## config.mk

```make
export PLATFORM = sky130hd
export DESIGN_NAME = unary_add_seq
export DESIGN_NICKNAME = d
export VERILOG_FILES = /design/src/rtl/uadd_pkg.sv /design/src/rtl/uadd_pulse_gen.sv /design/src/rtl/unary_add_seq.sv
export SDC_FILE = /design/constraint.sdc
export NUM_CORES = 1
export LEC_CHECK = 0
export CAP_MARGIN = 20
export CORE_UTILIZATION = 50
export CTS_CLUSTER_SIZE = 8
export DETAILED_ROUTE_END_ITERATION = 16
export PLACE_DENSITY = 0.79
export SETUP_SLACK_MARGIN = 0.5
export SLEW_MARGIN = 20
export SYNTH_ARGS = -nofsm -noshare
export SYNTH_HDL_FRONTEND = slang
export SYNTH_SLANG_ARGS = --single-unit
```

## constraint.sdc

```tcl
create_clock -name clk -period 2.1 [get_ports clk]
set_input_delay 0.42 -clock clk [delete_from_list [all_inputs] [get_ports clk]]
set_output_delay 0.42 -clock clk [all_outputs]
set_load 0.01 [all_outputs]
```

## src/rtl/uadd_pkg.sv

```systemverilog
// Package: uadd_pkg
// Shared definitions for the unary adder sequencer: the sequencer state
// encoding, default operand/count widths and the drain timeout constant.
package uadd_pkg;

  typedef enum logic [2:0] {
    ST_FLUSH  = 3'd0,
    ST_IDLE   = 3'd1,
    ST_LOAD   = 3'd2,
    ST_SETTLE = 3'd3,
    ST_READ   = 3'd4,
    ST_DONE   = 3'd5
  } state_e;

  localparam int OPW_DEF     = 8;
  localparam int CNT_W_DEF   = 9;
  localparam int TIMEOUT_DEF = 2 ** CNT_W_DEF;

  // Number of drained pulses after which a still-high dout means the adder
  // is stuck (a correct adder can never hold more than 2**cnt_w - 1).
  function automatic int timeout_cnt(input int cnt_w);
    return 2 ** cnt_w;
  endfunction

endpackage

```

## src/rtl/uadd_pulse_gen.sv

```systemverilog
// Module: uadd_pulse_gen
// Loadable down-counter that turns a binary operand into a unary pulse
// stream: pulse_o is high while the count is nonzero, and each step_i
// consumes one unit.
// Ports:
//   clk, rst   clock, asynchronous active-high reset
//   load_i     load val_i into the counter
//   val_i      operand value (OPW bits)
//   step_i     consume one unit if nonzero
//   pulse_o    count is nonzero
module uadd_pulse_gen #(
  parameter int OPW = 8
) (
  input  logic           clk,
  input  logic           rst,
  input  logic           load_i,
  input  logic [OPW-1:0] val_i,
  input  logic           step_i,
  output logic           pulse_o
);

  logic [OPW-1:0] cnt_q, cnt_d;

  always_comb begin
    cnt_d = cnt_q;
    if (load_i) begin
      cnt_d = val_i;
    end else if (step_i && (cnt_q != '0)) begin
      cnt_d = cnt_q - OPW'(1);
    end
  end

  always_ff @(posedge clk or posedge rst) begin
    if (rst) begin
      cnt_q <= '0;
    end else begin
      cnt_q <= cnt_d;
    end
  end

  assign pulse_o = (cnt_q != '0);

endmodule

```

## src/rtl/unary_add_seq.sv

```systemverilog
// Module: unary_add_seq
// Sequencer that is the sole driver of one unary accumulate/drain adder.
// It accepts a binary operand pair, streams both operands into the adder as
// unary pulses (write mode), then drains the adder (read mode) and counts the
// dout pulses back into a binary result.
// Ports:
//   clk, rst              clock, asynchronous active-high reset
//   op_valid/op_ready     operand handshake, op_a/op_b binary operands
//   res_valid/res_ready   result handshake, result held until accepted
//   res_sum               drained count (saturates to all-ones on timeout)
//   res_carry             adder carry sampled after the load phase
//   res_err               drain timeout (adder dout stuck high)
//   ua_A/ua_B/ua_en/ua_rw outputs to the adder, ua_dout/ua_C from it
// Optional build macro UNARY_ADD_SEQ_CHECK_EN adds output res_mismatch,
// high in DONE when the drained count differs from the binary a+b or on
// timeout.
module unary_add_seq
  import uadd_pkg::*;
#(
  parameter int OPW    = OPW_DEF,
  parameter int CNT_W  = CNT_W_DEF,
  parameter int RD_LAT = 1
) (
  input  logic             clk,
  input  logic             rst,
  input  logic             op_valid,
  output logic             op_ready,
  input  logic [OPW-1:0]   op_a,
  input  logic [OPW-1:0]   op_b,
  output logic             res_valid,
  input  logic             res_ready,
  output logic [CNT_W-1:0] res_sum,
  output logic             res_carry,
  output logic             res_err,
`ifdef UNARY_ADD_SEQ_CHECK_EN
  output logic             res_mismatch,
`endif
  output logic             ua_A,
  output logic             ua_B,
  output logic             ua_en,
  output logic             ua_rw,
  input  logic             ua_dout,
  input  logic             ua_C
);

  localparam int LAT_W = $clog2(RD_LAT + 2);
  localparam logic [CNT_W:0] TIMEOUT = (CNT_W + 1)'(timeout_cnt(CNT_W));

  state_e           state_q, state_d;
  logic [LAT_W-1:0] lat_q, lat_d;
  logic [CNT_W:0]   rd_cnt_q, rd_cnt_d;
  logic             carry_q, carry_d;
  logic             err_q, err_d;
  logic             load_op;
  logic             step_op;
  logic             pulse_a, pulse_b;

  uadd_pulse_gen #(.OPW(OPW)) u_gen_a (
    .clk     (clk),
    .rst     (rst),
    .load_i  (load_op),
    .val_i   (op_a),
    .step_i  (step_op),
    .pulse_o (pulse_a)
  );

  uadd_pulse_gen #(.OPW(OPW)) u_gen_b (
    .clk     (clk),
    .rst     (rst),
    .load_i  (load_op),
    .val_i   (op_b),
    .step_i  (step_op),
    .pulse_o (pulse_b)
  );

  always_comb begin
    state_d   = state_q;
    lat_d     = lat_q;
    rd_cnt_d  = rd_cnt_q;
    carry_d   = carry_q;
    err_d     = err_q;
    load_op   = 1'b0;
    step_op   = 1'b0;
    op_ready  = 1'b0;
    res_valid = 1'b0;
    ua_A      = 1'b0;
    ua_B      = 1'b0;
    ua_en     = 1'b0;
    ua_rw     = 1'b0;
    unique case (state_q)
      ST_FLUSH: begin
        // Drain whatever count survived a mid-operation reset; dout must be
        // seen low for RD_LAT+1 consecutive cycles so a pulse still in the
        // read pipeline is not mistaken for an empty adder.
        ua_en = 1'b1;
        ua_rw = 1'b1;
        if (ua_dout) begin
          lat_d = '0;
        end else if (lat_q == LAT_W'(RD_LAT)) begin
          lat_d   = '0;
          state_d = ST_IDLE;
        end else begin
          lat_d = lat_q + LAT_W'(1);
        end
      end
      ST_IDLE: begin
        op_ready = 1'b1;
        if (op_valid) begin
          load_op  = 1'b1;
          rd_cnt_d = '0;
          carry_d  = 1'b0;
          err_d    = 1'b0;
          state_d  = ST_LOAD;
        end
      end
      ST_LOAD: begin
        // Exit on the first cycle both generators are empty, so a=b=0 still
        // spends exactly one LOAD cycle with no pulses.
        ua_en   = 1'b1;
        ua_A    = pulse_a;
        ua_B    = pulse_b;
        step_op = 1'b1;
        if (!pulse_a && !pulse_b) begin
          state_d = ST_SETTLE;
        end
      end
      ST_SETTLE: begin
        ua_en   = 1'b1;
        carry_d = ua_C;
        lat_d   = '0;
        state_d = ST_READ;
      end
      ST_READ: begin
        ua_en = 1'b1;
        ua_rw = 1'b1;
        if (lat_q != LAT_W'(RD_LAT)) begin
          lat_d = lat_q + LAT_W'(1);
        end else if (ua_dout) begin
          if (rd_cnt_q == TIMEOUT) begin
            err_d   = 1'b1;
            state_d = ST_DONE;
          end else begin
            rd_cnt_d = rd_cnt_q + (CNT_W + 1)'(1);
          end
        end else begin
          state_d = ST_DONE;
        end
      end
      ST_DONE: begin
        res_valid = 1'b1;
        if (res_ready) begin
          state_d = ST_IDLE;
        end
      end
      default: begin
        state_d = ST_FLUSH;
      end
    endcase
  end

  always_ff @(posedge clk or posedge rst) begin
    if (rst) begin
      state_q  <= ST_FLUSH;
      lat_q    <= '0;
      rd_cnt_q <= '0;
      carry_q  <= 1'b0;
      err_q    <= 1'b0;
    end else begin
      state_q  <= state_d;
      lat_q    <= lat_d;
      rd_cnt_q <= rd_cnt_d;
      carry_q  <= carry_d;
      err_q    <= err_d;
    end
  end

  // rd_cnt only sets its top bit on timeout; report all-ones then.
  assign res_sum   = rd_cnt_q[CNT_W] ? '1 : rd_cnt_q[CNT_W-1:0];
  assign res_carry = carry_q;
  assign res_err   = err_q;

`ifdef UNARY_ADD_SEQ_CHECK_EN
  logic [CNT_W:0] exp_q, exp_d;

  always_comb begin
    exp_d = exp_q;
    if (load_op) begin
      exp_d = (CNT_W + 1)'(op_a) + (CNT_W + 1)'(op_b);
    end
  end

  always_ff @(posedge clk or posedge rst) begin
    if (rst) begin
      exp_q <= '0;
    end else begin
      exp_q <= exp_d;
    end
  end

  assign res_mismatch = (state_q == ST_DONE) && (err_q || (rd_cnt_q != exp_q));
`endif

endmodule
```

Word level (Yosys, flattened, before mapping)

Index checks and enable logic that the tools add are counted.

Bits in registers: 33
Output and inout port bits: 17
Input port bits: 22

Multiplexer cells: 38
$add $sub $neg: 4
Equality and inequality tests: 19
Reduce and logical (&&, ||, !) cells: 20

Operator list:

| kind                                              | count |
|---|---|
| two-way mux 10 bit                                | 4 |
| two-way mux 8 bit                                 | 4 |
| two-way mux 3 bit                                 | 8 |
| != test 2 bit (second input constant)             | 10 |
| one-hot mux 10 bit (2 select lines)               | 1 |
| one-hot mux 3 bit (6 select lines)                | 1 |
| nonzero test 8 bit                                | 2 |
| subtractor 8 x 1 -> 8 bit (second input constant) | 2 |
| two-way mux 1 bit                                 | 13 |
| adder 10 x 1 -> 10 bit (second input constant)    | 1 |
| == test 10 bit (second input constant)            | 1 |
| AND reduction 5 bit                               | 2 |
| two-way mux 9 bit                                 | 1 |
| nonzero test 2 bit                                | 4 |
| AND reduction 7 bit                               | 1 |
| == test 3 x 2 -> 1 bit (second input constant)    | 2 |
| == test 3 bit (second input constant)             | 2 |
| two-way mux 2 bit                                 | 3 |
| one-hot mux 2 bit (3 select lines)                | 1 |
| one-hot mux 1 bit (2 select lines)                | 2 |
| AND reduction 2 bit                               | 2 |
| OR reduction 4 bit                                | 1 |
| == test 3 x 1 -> 1 bit (second input constant)    | 1 |
| logical AND 1 bit                                 | 3 |
| other kinds (8)                                   | 9 |

Logic depth before layout (Yosys ltp)

Gate-level depths: netlist of run 1.

Word-level depth: 5
Depth in mapped cells: 7

Cells and area by module

From an unflattened synthesis of run 1, not the netlist that was laid out.

Cells, all modules: 271
Area, all modules: 2329.7 um2

By module, submodules not included:

| module         | times used | area an instance (um2) | cells each |
|---|---|---|---|
| unary_add_seq  | 1          | 1213.7                 | 139 |
| uadd_pulse_gen | 2          | 558.0                  | 66 |

Worst setup path before layout of run 1

OpenSTA, ideal clock, no wires.

Path type: reg-to-reg
From: reg lat_q[1]
To: reg rd_cnt_q[1]
Data arrival time: 1519 ps
Clock period less this slack: 1643 ps
Stages on the path, launching flop included: 7
Path slack: 457 ps
Buffers on the path: 0
Cells stage by stage: dfrtp_1 > inv_1 > ha_1 > and4bb_2 > nand2_1 > nor2_1 > mux2_2

Word-level cells in the longest chain between the ends: 3

RTL lines:

| what                          | line                 | source |
|---|---|---|
| start, declared               | unary_add_seq.sv:50  | `logic [LAT_W-1:0] lat_q, lat_d;` |
| start signal, assigned        | unary_add_seq.sv:170 | `lat_q <= lat_d;` |
| != test 2 x 1 -> 1 bit        | unary_add_seq.sv:136 | `if (lat_q != LAT_W'(RD_LAT)) begin` |
| != test 2 bit (no line)       | n/a                  |  |
| AND reduction 5 bit (no line) | n/a                  |  |
| end signal, assigned          | unary_add_seq.sv:171 | `rd_cnt_q <= rd_cnt_d;` |
| end, declared                 | unary_add_seq.sv:51  | `logic [CNT_W:0] rd_cnt_q, rd_cnt_d;` |

Every way passes these cells.
A chain may end at the register's enable or synchronous reset.

Final worst setup path of run 1

From: reg state_q[0]
To: out op_ready

Word-level cells in the longest chain between the ends: 2

RTL lines:

| what                   | line                 | source |
|---|---|---|
| start, declared        | unary_add_seq.sv:49  | `state_e state_q, state_d;` |
| start signal, assigned | unary_add_seq.sv:169 | `state_q <= state_d;` |
| == test 3 x 1 -> 1 bit | unary_add_seq.sv:90  | `unique case (state_q)` |
| two-way mux 1 bit      | unary_add_seq.sv:90  |  |
| end, declared          | unary_add_seq.sv:27  | `output logic op_ready,` |

Every way passes these cells.

==> results.yml, run 1 <==
cells_and_area:
  syn2layout_area_growth_pct: 66.51
  stdcell_count: 381
  antenna_cells: 0
  drive_above_1_share_pct: 45.32
  utilization_pct: 87.54
  n_fill_cell: 189
  final_area_sq_um: 3552
  nets: 361
logic_synthesis:
  synth_ff_type: "dfrtp_1"
  synthTopCellsByCount: "33 x dfrtp_1, 25 x nand2_1, 25 x nor2_1"
  ys_ff_latch: 33
  synth.most_common_cell: "dfrtp_1"
  synthCells: 238
  yosysWarnings: 0
  synth-async-reset-ratio_pct: 100.0
  synth_edf_count: 0
  synth_top_cell_area_share_pct: 38.71
  synth.distinct_cells: 52
  seq_area_frac_synth_pct: 38.71
  synth_fp_nets: 268
  syn_area_sq_um: 2133
  synth_top_cell_by_area: "dfrtp_1"
  ys_top_cells_by_area: "dfrtp_1 39%, ha_1 4.7%, nand2_1 4.4%, nor2_1 4.4%, xnor2_1 3.3%"
  syn_area_per_cell_sq_um: 8.963
global_routing:
  grt-ovfl-total: 0
  grt.total_usage_pct: 29.17
  antenna_found_initial: 0
  grt_pass1_vias: 1967
  grt_max_degree: 34
  grt_pass1_wl_mm: 9.556
route:
  first_pass_iters: 4
  dr_wl_met2_mm: 4.078
  ant_nets: 0
  remaining_drc_errors: 0
  viasPerCell: 6.066
  wl_met3_um: 650
  drt_iter0_markers: 275
  routed_wl_mm: 8.046
  top_layer: "met4"
  route.layer.met1.wl_mm: 3.117
  num_vias: 2311
  wl_per_cell_um: 21.12
critical_path:
  critPathKind: "reg2out"
  cp-end-kind: "output pin"
  worst_r2r_path_depth: 9
  crit_top_cell: "buf_6"
  worstPathCellList: "buf_6 -> buf_12 -> buf_6 -> nor3b_4 -> buf_2"
  critPathBufInv: 4
  slowest_stage: "dfrtp_1"
  cp.depth: 5
  slowest_delay_ps: 410
  r2r_slack_ps: 270
  cp.required_ps: 1680
  crit_family: "buffers and inverters"
  path_max_fanout: 4
  startpoint_type: "flip-flop"
  critPathArrivalTime_ps: 1450
clock_tree:
  clk_pin_slew_ps: 70
  cts_made_buffers: 5
  insertion_delay_ps: 300
  h-tree-depth: 2
  clockBufferDepth: 2
  cts.sinks: 33
  ctsHoldBuffers: 0
  cts_root_buffer: "clkbuf_8"
  cts_tree: "built"
hold_path:
  hold_path_depth: 1
  hp-class: "reg2reg"
floorplan:
  start_util_pct: 52.57
  die_x_um: 67.32
  die_h_um: 67.32
  rows: 23
  dieArea_sq_um: 4532
  core-area_sq_um: 4058
  ios: 39
sta:
  setup_ws_ps: 231.2
  rsz0062_at_grt: "yes"
  finalHoldViolations: 0
  slew_headroom_pct: 70.18
  slew_viol_final: 0
  fmax_mhz: 535.1
  setup_violations: 0
  tightest_slew_ps: 447.4
  fin_hold_ws_ps: 504.1
  setup_tns_ps: 0
  fin_skew_ps: 4.688
  min_period_ps: 1869
  min_period_over_period_pct: 88.99
placed_design:
  dp.cells: 331
  dpl.hpwl_mm: 3.397
  dp_worst_setup_slack_ps: 10.01
  numPortBuffers: 38
  placed_cell_area_sq_um: 2638
  place_congestion: 0.8269
run:
  cap_viol_max_count: 0
pwr:
  p_total_mw: 4.480
  powerDensity_nw_per_um2: 1261
  cellLeakagePower_nw: 1.592
  peakVddDrop_v: 0.0009818
outcome:
  status: "complete, no violations"
routing by layer:
layer / GRT usage [%] / up-vias
met5: 0 / -
met3: 5.574 / 23
met1: 38.90 / 1117
met4: 10.90 / 0
met2: 46.63 / 142
li1: - / 1029
power by group:
part	internal, mW	switching, mW
logic	1.46	1.32
registers	0.871	0.326
clock network	0.260	0.243
total	2.59	1.89
final cells by class:
cell class	count	area, sq um	area share [%]
multi-input cells	181	1568	44.14
repair buffers	96	950.9	26.77
well taps	50	62.56	1.761
flip-flops and latches	33	832.0	23.42
clock buffers	7	86.33	2.430
inverters	14	52.55	1.479
flip-flops by register name, summed over array words and instances (netlist names):
register       cells
u_gen_a.cnt_q      8
lat_q              2
state_q            3
res_err            1
u_gen_b.cnt_q      8
rd_cnt_q          10
res_carry          1
repair_timing:
action                     in CTS  in global routing
resized for setup             106                 73
setup endpoints to repair      30                 43
cloned                          1                  1
pin swaps                      18                 31
buffers inserted               23                 18
cells in the final DEF, fill, tap and decap left out, drive strengths merged, types with 3 or more instances in the layout:
master and instances:
clkdlybuf4s15 3, clkbuf 8, nor4 4, clkdlybuf4s50 20
nor2 25, xor2 6, nor3 6, nor3b 6
ha 8, nand3 4, nand4 8, o21ai 13
and3 3, nand2 25, nor2b 5, inv 14
xnor2 8, a21oi 9, a211o 3, buf 69
or2 7, mux2i 4, nand2b 4, a211oi 3
dfrtp 33, a31oi 3
cells by family (layout without fill, tap and decap cells):
logic type,count (synthesis),count (layout),share of synthesized area [%]
buffers and inverters,24,117,5.102
AND/OR/NAND/NOR,108,108,28.39
multiplexers,5,5,2.405
AO/OA/AOI/OAI,46,46,14.96
XOR/XNOR,14,14,5.748
adder cells (fa/ha/maj),8,8,4.692
flip-flops,33,33,38.71
final timing paths:
check	to	from
max	op_ready	state_q[0]
min	res_carry	res_carry
max reg2reg	u_gen_b.cnt_q[1]	state_q[0]
min reg2reg	res_carry	res_carry
max in group asynchronous	u_gen_b.cnt_q[4]	rst
min in group asynchronous	rd_cnt_q[0]	rst
No activity file was read; power rests on OpenSTA's default activity.
==> run 2, diff against run 1 <==
--- a/config.mk
+++ b/config.mk
@@ -9,6 +9,7 @@
 export CORE_UTILIZATION = 50
 export CTS_CLUSTER_SIZE = 8
 export DETAILED_ROUTE_END_ITERATION = 16
+export MAX_ROUTING_LAYER = met4
 export PLACE_DENSITY = 0.79
 export SETUP_SLACK_MARGIN = 0.5
 export SLEW_MARGIN = 20
==> run 2 against run 1 <==
Effect of this change:
- via count up 3.2%
- sequential power barely moved
- core utilization down 0.12 points
- fmax down 0.85%
- combinational power grew 1%
- register-to-register slack got worse by 50 ps
- worst setup slack got worse by 16 ps
- cell area shrank 0.14%
- sequential cell count unchanged
- first-iteration DRC count is 15% lower
- hold slack got worse by 1.0 ps
- non-clock buffer count did not move
==> results.yml, run 2 (same netlist as run 1, synthesis figures left out) <==
outcome:
  status: "complete, no violations"
sta:
  min_period_over_period_pct: 89.75
  min_period_ps: 1885
  rsz0062_at_grt: "yes"
  slew_headroom_pct: 70.60
  slew_viol_final: 0
  setup_violations: 0
  finalHoldViolations: 0
  fin_skew_ps: 9.640
  fmax_mhz: 530.6
  fin_hold_ws_ps: 503.1
  setup_tns_ps: 0
  tightest_slew_ps: 441.0
critical_path:
  critPathKind: "reg2reg"
  critPathBufInv: 3
  path_max_fanout: 4
  crit_family: "simple AND/OR/NAND/NOR gates"
  cp.required_ps: 2280
  worstSetupStartpoint: "state_q[0]"
  slowest_stage: "dfrtp_1"
  critPathArrivalTime_ps: 2060
  worstPathCellList: "buf_6 -> buf_12 -> buf_6 -> and4bb_4 -> nand2_4 -> nor3b_2 -> mux2i_1"
  reg2reg_from: "state_q[0]"
  slowest_delay_ps: 410
  crit_top_cell: "buf_6"
  startpoint_type: "flip-flop"
  cp-end-kind: "flip-flop"
pwr:
  peakVddDrop_v: 0.0009597
  p_total_mw: 4.528
  powerDensity_nw_per_um2: 1277
  cellLeakagePower_nw: 1.593
route:
  remaining_drc_errors: 0
  viasPerCell: 6.260
  first_pass_iters: 5
  ant_nets: 0
  wl_per_cell_um: 21.43
  routed_wl_mm: 8.166
  drt_iter0_markers: 235
  num_vias: 2385
global_routing:
  grt-ovfl-total: 0
  grt_pass1_wl_mm: 9.563
  grt_max_degree: 34
  antenna_found_initial: 0
  grt.total_usage_pct: 30.03
  grt_pass1_vias: 1957
cells_and_area:
  layout_common_cells: "35 x buf_4, 28 x dfrtp_1, 24 x buf_6, 21 x nor2_1, 20 x clkdlybuf4s50_1"
  syn2layout_area_growth_pct: 66.28
  drive_above_1_share_pct: 45.02
  reg_top3: "rd_cnt_q (10), u_gen_a.cnt_q (8), u_gen_b.cnt_q (8)"
  final_area_sq_um: 3547
  largest_reg_flops: 10
  final_common_cell: "buf_4"
  top_register: "rd_cnt_q"
  nets: 361
  antenna_cells: 0
clock_tree:
  clockBufferDepth: 2
  h-tree-depth: 2
  clk_pin_slew_ps: 70
  cts_root_buffer: "clkbuf_8"
  cts_tree: "built"
  cts_made_buffers: 5
  insertion_delay_ps: 300
  cts.sinks: 33
  ctsHoldBuffers: 0
hold_path:
  hp-start: "res_carry"
  hp-class: "reg2reg"
placed_design:
  numPortBuffers: 38
  place_congestion: 0.8395
  dpl.hpwl_mm: 3.397
  placed_cell_area_sq_um: 2638
run:
  cap_viol_max_count: 0
floorplan:
  core-area_sq_um: 4058
  start_util_pct: 52.57
  dieArea_sq_um: 4532
  ios: 39
  rows: 23
  die_x_um: 67.32
  die_h_um: 67.32
[run 2: path summary, 6_finish.rpt]
| check | to | slack, ps | cells after the start |
|---|---|---|---|
| worst max-delay path | rd_cnt_q[2] | 220 | 7 |
| worst min-delay path | res_carry | 500 | 1 |
| worst max register to register | rd_cnt_q[2] | 220 | 7 |
| worst min register to register | res_carry | 500 | 1 |
| max in group asynchronous | rd_cnt_q[4] | 1230 | 3 |
| min in group asynchronous | rd_cnt_q[6] | 510 | 3 |
[run 2: what timing repair did]
item | in CTS | in global routing
endpoints found under the setup margin | 30 | 43
gates cloned | 1 | 1
setup buffers | 23 | 18
pin swaps | 18 | 29
gates resized for setup | 106 | 72
[run 2: layout make-up]
type | instances | area (sq um)
clock buffers | 7 | 86.33
repair buffers | 96 | 954.7
flip-flops and latches | 33 | 832.0
multi-input cells | 181 | 1559
fillers | 198 | 510.5
inverters | 14 | 52.55
well taps | 50 | 62.56
[run 2: where the power goes]
part | total (mW) | internal, mW | switching (mW)
clock | 0.506 | 0.260 | 0.245
combinational | 2.82 | 1.47 | 1.36
sequential | 1.20 | 0.871 | 0.327
[run 2: routing by layer]
| layer | GRT usage (%) | up-vias | share of wire [%] |
|---|---|---|---|
| met4 | 9.840 | 0 | 3.0 |
| met3 | 5.236 | 28 | 6.9 |
| met5 | - | - | 0 |
| met1 | 39.01 | 1182 | 42 |
| li1 | - | 1022 | - |
| met2 | 47.25 | 153 | 48 |
[run 2: through the flow]
stage	setup slack, ps	util (%)	cells
finish	215.3	87.42	381
global route	180.7	87.42	381
CTS	284.8	76.47	362
detailed placement	10.01	65.00	331
global placement	99.35	65.00	331
floorplan	500.5	-	238
==> run 3, diff against run 2 <==
--- a/config.mk
+++ b/config.mk
@@ -11,6 +11,7 @@
 export DETAILED_ROUTE_END_ITERATION = 16
 export MAX_ROUTING_LAYER = met4
 export PLACE_DENSITY = 0.79
+export RECOVER_POWER = 100
 export SETUP_SLACK_MARGIN = 0.5
 export SLEW_MARGIN = 20
 export SYNTH_ARGS = -nofsm -noshare
==> run 3 against run 2 <==
Effect of this change:
- first-iteration DRC count decreased by 14%
- core utilization decreased by 3.7 points
- clock skew decreased by 2.6 ps
- count of clock-buffer cells in the layout unchanged
- hold slack improved by 4.1 ps
- highest routed layer unchanged
- combinational power decreased by 7%
- non-clock buffer count unchanged
- clock power decreased by 1%
==> results.yml, run 3 (same netlist as run 1, synthesis figures left out) <==
outcome:
  status: "complete, no violations"
route:
  num_vias: 2376
  viasPerCell: 6.236
  first_pass_iters: 5
  ant_nets: 0
  wl_per_cell_um: 21.27
  routed_wl_mm: 8.103
  remaining_drc_errors: 0
  drt_iter0_markers: 201
floorplan:
  ios: 39
  die_x_um: 67.32
  die_h_um: 67.32
  core-area_sq_um: 4058
  rows: 23
  dieArea_sq_um: 4532
  start_util_pct: 52.57
clock_tree:
  insertion_delay_ps: 290
  cts_tree: "built"
  cts_root_buffer: "clkbuf_8"
  cts.sinks: 33
  ctsHoldBuffers: 0
  clk_pin_slew_ps: 70
  clockBufferDepth: 2
  cts_made_buffers: 5
  h-tree-depth: 2
sta:
  setup_tns_ps: 0
  rsz0062_at_grt: "yes"
  min_period_ps: 1992
  slew_headroom_pct: 40.48
  tightest_slew_ps: 892.8
  slew_viol_final: 0
  setup_ws_ps: 108.1
  fin_hold_ws_ps: 507.2
  setup_violations: 0
  fmax_mhz: 502.0
  finalHoldViolations: 0
  fin_skew_ps: 7.066
  min_period_over_period_pct: 94.85
cells_and_area:
  layout_common_cells: "32 x buf_4, 30 x dfrtp_1, 21 x nor2_1, 19 x clkdlybuf4s50_1, 19 x buf_6"
  reg_top3: "rd_cnt_q (10), u_gen_a.cnt_q (8), u_gen_b.cnt_q (8)"
  syn2layout_area_growth_pct: 59.18
  nets: 361
  drive_above_1_share_pct: 36.25
  largest_reg_flops: 10
  top_register: "rd_cnt_q"
  antenna_cells: 0
  final_common_cell: "buf_4"
critical_path:
  cp-end-kind: "flip-flop"
  critPathBufInv: 1
  crit_family: "simple AND/OR/NAND/NOR gates"
  slowest_stage: "dfrtp_1"
  worstPathCellList: "inv_1 -> ha_1 -> and4bb_1 -> nand2_4 -> nor3b_2 -> mux2i_1"
  critPathKind: "reg2reg"
  path_max_fanout: 7
  slowest_delay_ps: 420
  startpoint_type: "flip-flop"
  cp.required_ps: 2270
  critPathArrivalTime_ps: 2160
global_routing:
  grt_pass1_vias: 1957
  grt.total_usage_pct: 30.03
  grt-ovfl-total: 0
  antenna_found_initial: 0
  grt_max_degree: 34
  grt_pass1_wl_mm: 9.563
hold_path:
  hp-class: "reg2reg"
placed_design:
  numPortBuffers: 38
  dp_worst_setup_slack_ps: 10.01
  place_congestion: 0.8395
  dpl.hpwl_mm: 3.397
run:
  cap_viol_max_count: 0
pwr:
  peakVddDrop_v: 0.0009273
  cellLeakagePower_nw: 1.515
  powerDensity_nw_per_um2: 1273
-- run 3: power breakdown --
part | internal (mW) | switching, mW | leakage, nW
combinational | 1.33 | 1.30 | 1.06
sequential | 0.868 | 0.321 | 0.414
clock | 0.260 | 0.240 | 0.0443
total | 2.46 | 1.86 | 1.52
-- run 3: area by class of cell --
class / instances / area (sq um)
clock buffer: 7 / 86.33
fill: 232 / 661.9
inverter: 14 / 52.55
multi-input combinational: 181 / 1481
sequential: 33 / 829.5
tap: 50 / 62.56
timing repair buffer: 96 / 883.3
-- run 3: through the flow --
step | cells | total power [mW] | area (sq um) | utilization, %
detailed placement | 331 | 2.725 | 2638 | 65.00
floorplan | 238 | 2.152 | 2138 | -
global route | 381 | 4.522 | 3396 | 83.69
finish | 381 | 4.324 | 3396 | 83.69
CTS | 362 | 3.740 | 3103 | 76.47
global placement | 331 | 2.680 | 2638 | 65.00
-- run 3: metal layers --
layer / vias to the layer above / share of wire [%] / track usage [%]
li1: 1024 / - / -
met3: 29 / 7.2 / 5.236
met1: 1178 / 40 / 39.01
met2: 145 / 50 / 47.25
met4: 0 / 2.9 / 9.840
met5: - / 0 / -
-- run 3: worst paths after layout --
kind                           start                to  slack, ps  cells after the start
hold reg to reg            res_carry         res_carry        510                      1
hold / removal             res_carry         res_carry        510                      1
min in group asynchronous        rst       rd_cnt_q[6]        830                      3
setup reg to reg            lat_q[1]       rd_cnt_q[2]        110                      6
max in group asynchronous        rst  u_gen_b.cnt_q[4]        650                      3
setup / recovery            lat_q[1]       rd_cnt_q[2]        110                      6
-- run 3: repair_timing --
item | CTS | global route
pin swaps | 18 | 29
resized for setup | 106 | 72
gates cloned | 1 | 1
endpoints found under the setup margin | 30 | 43
buffers inserted | 23 | 18
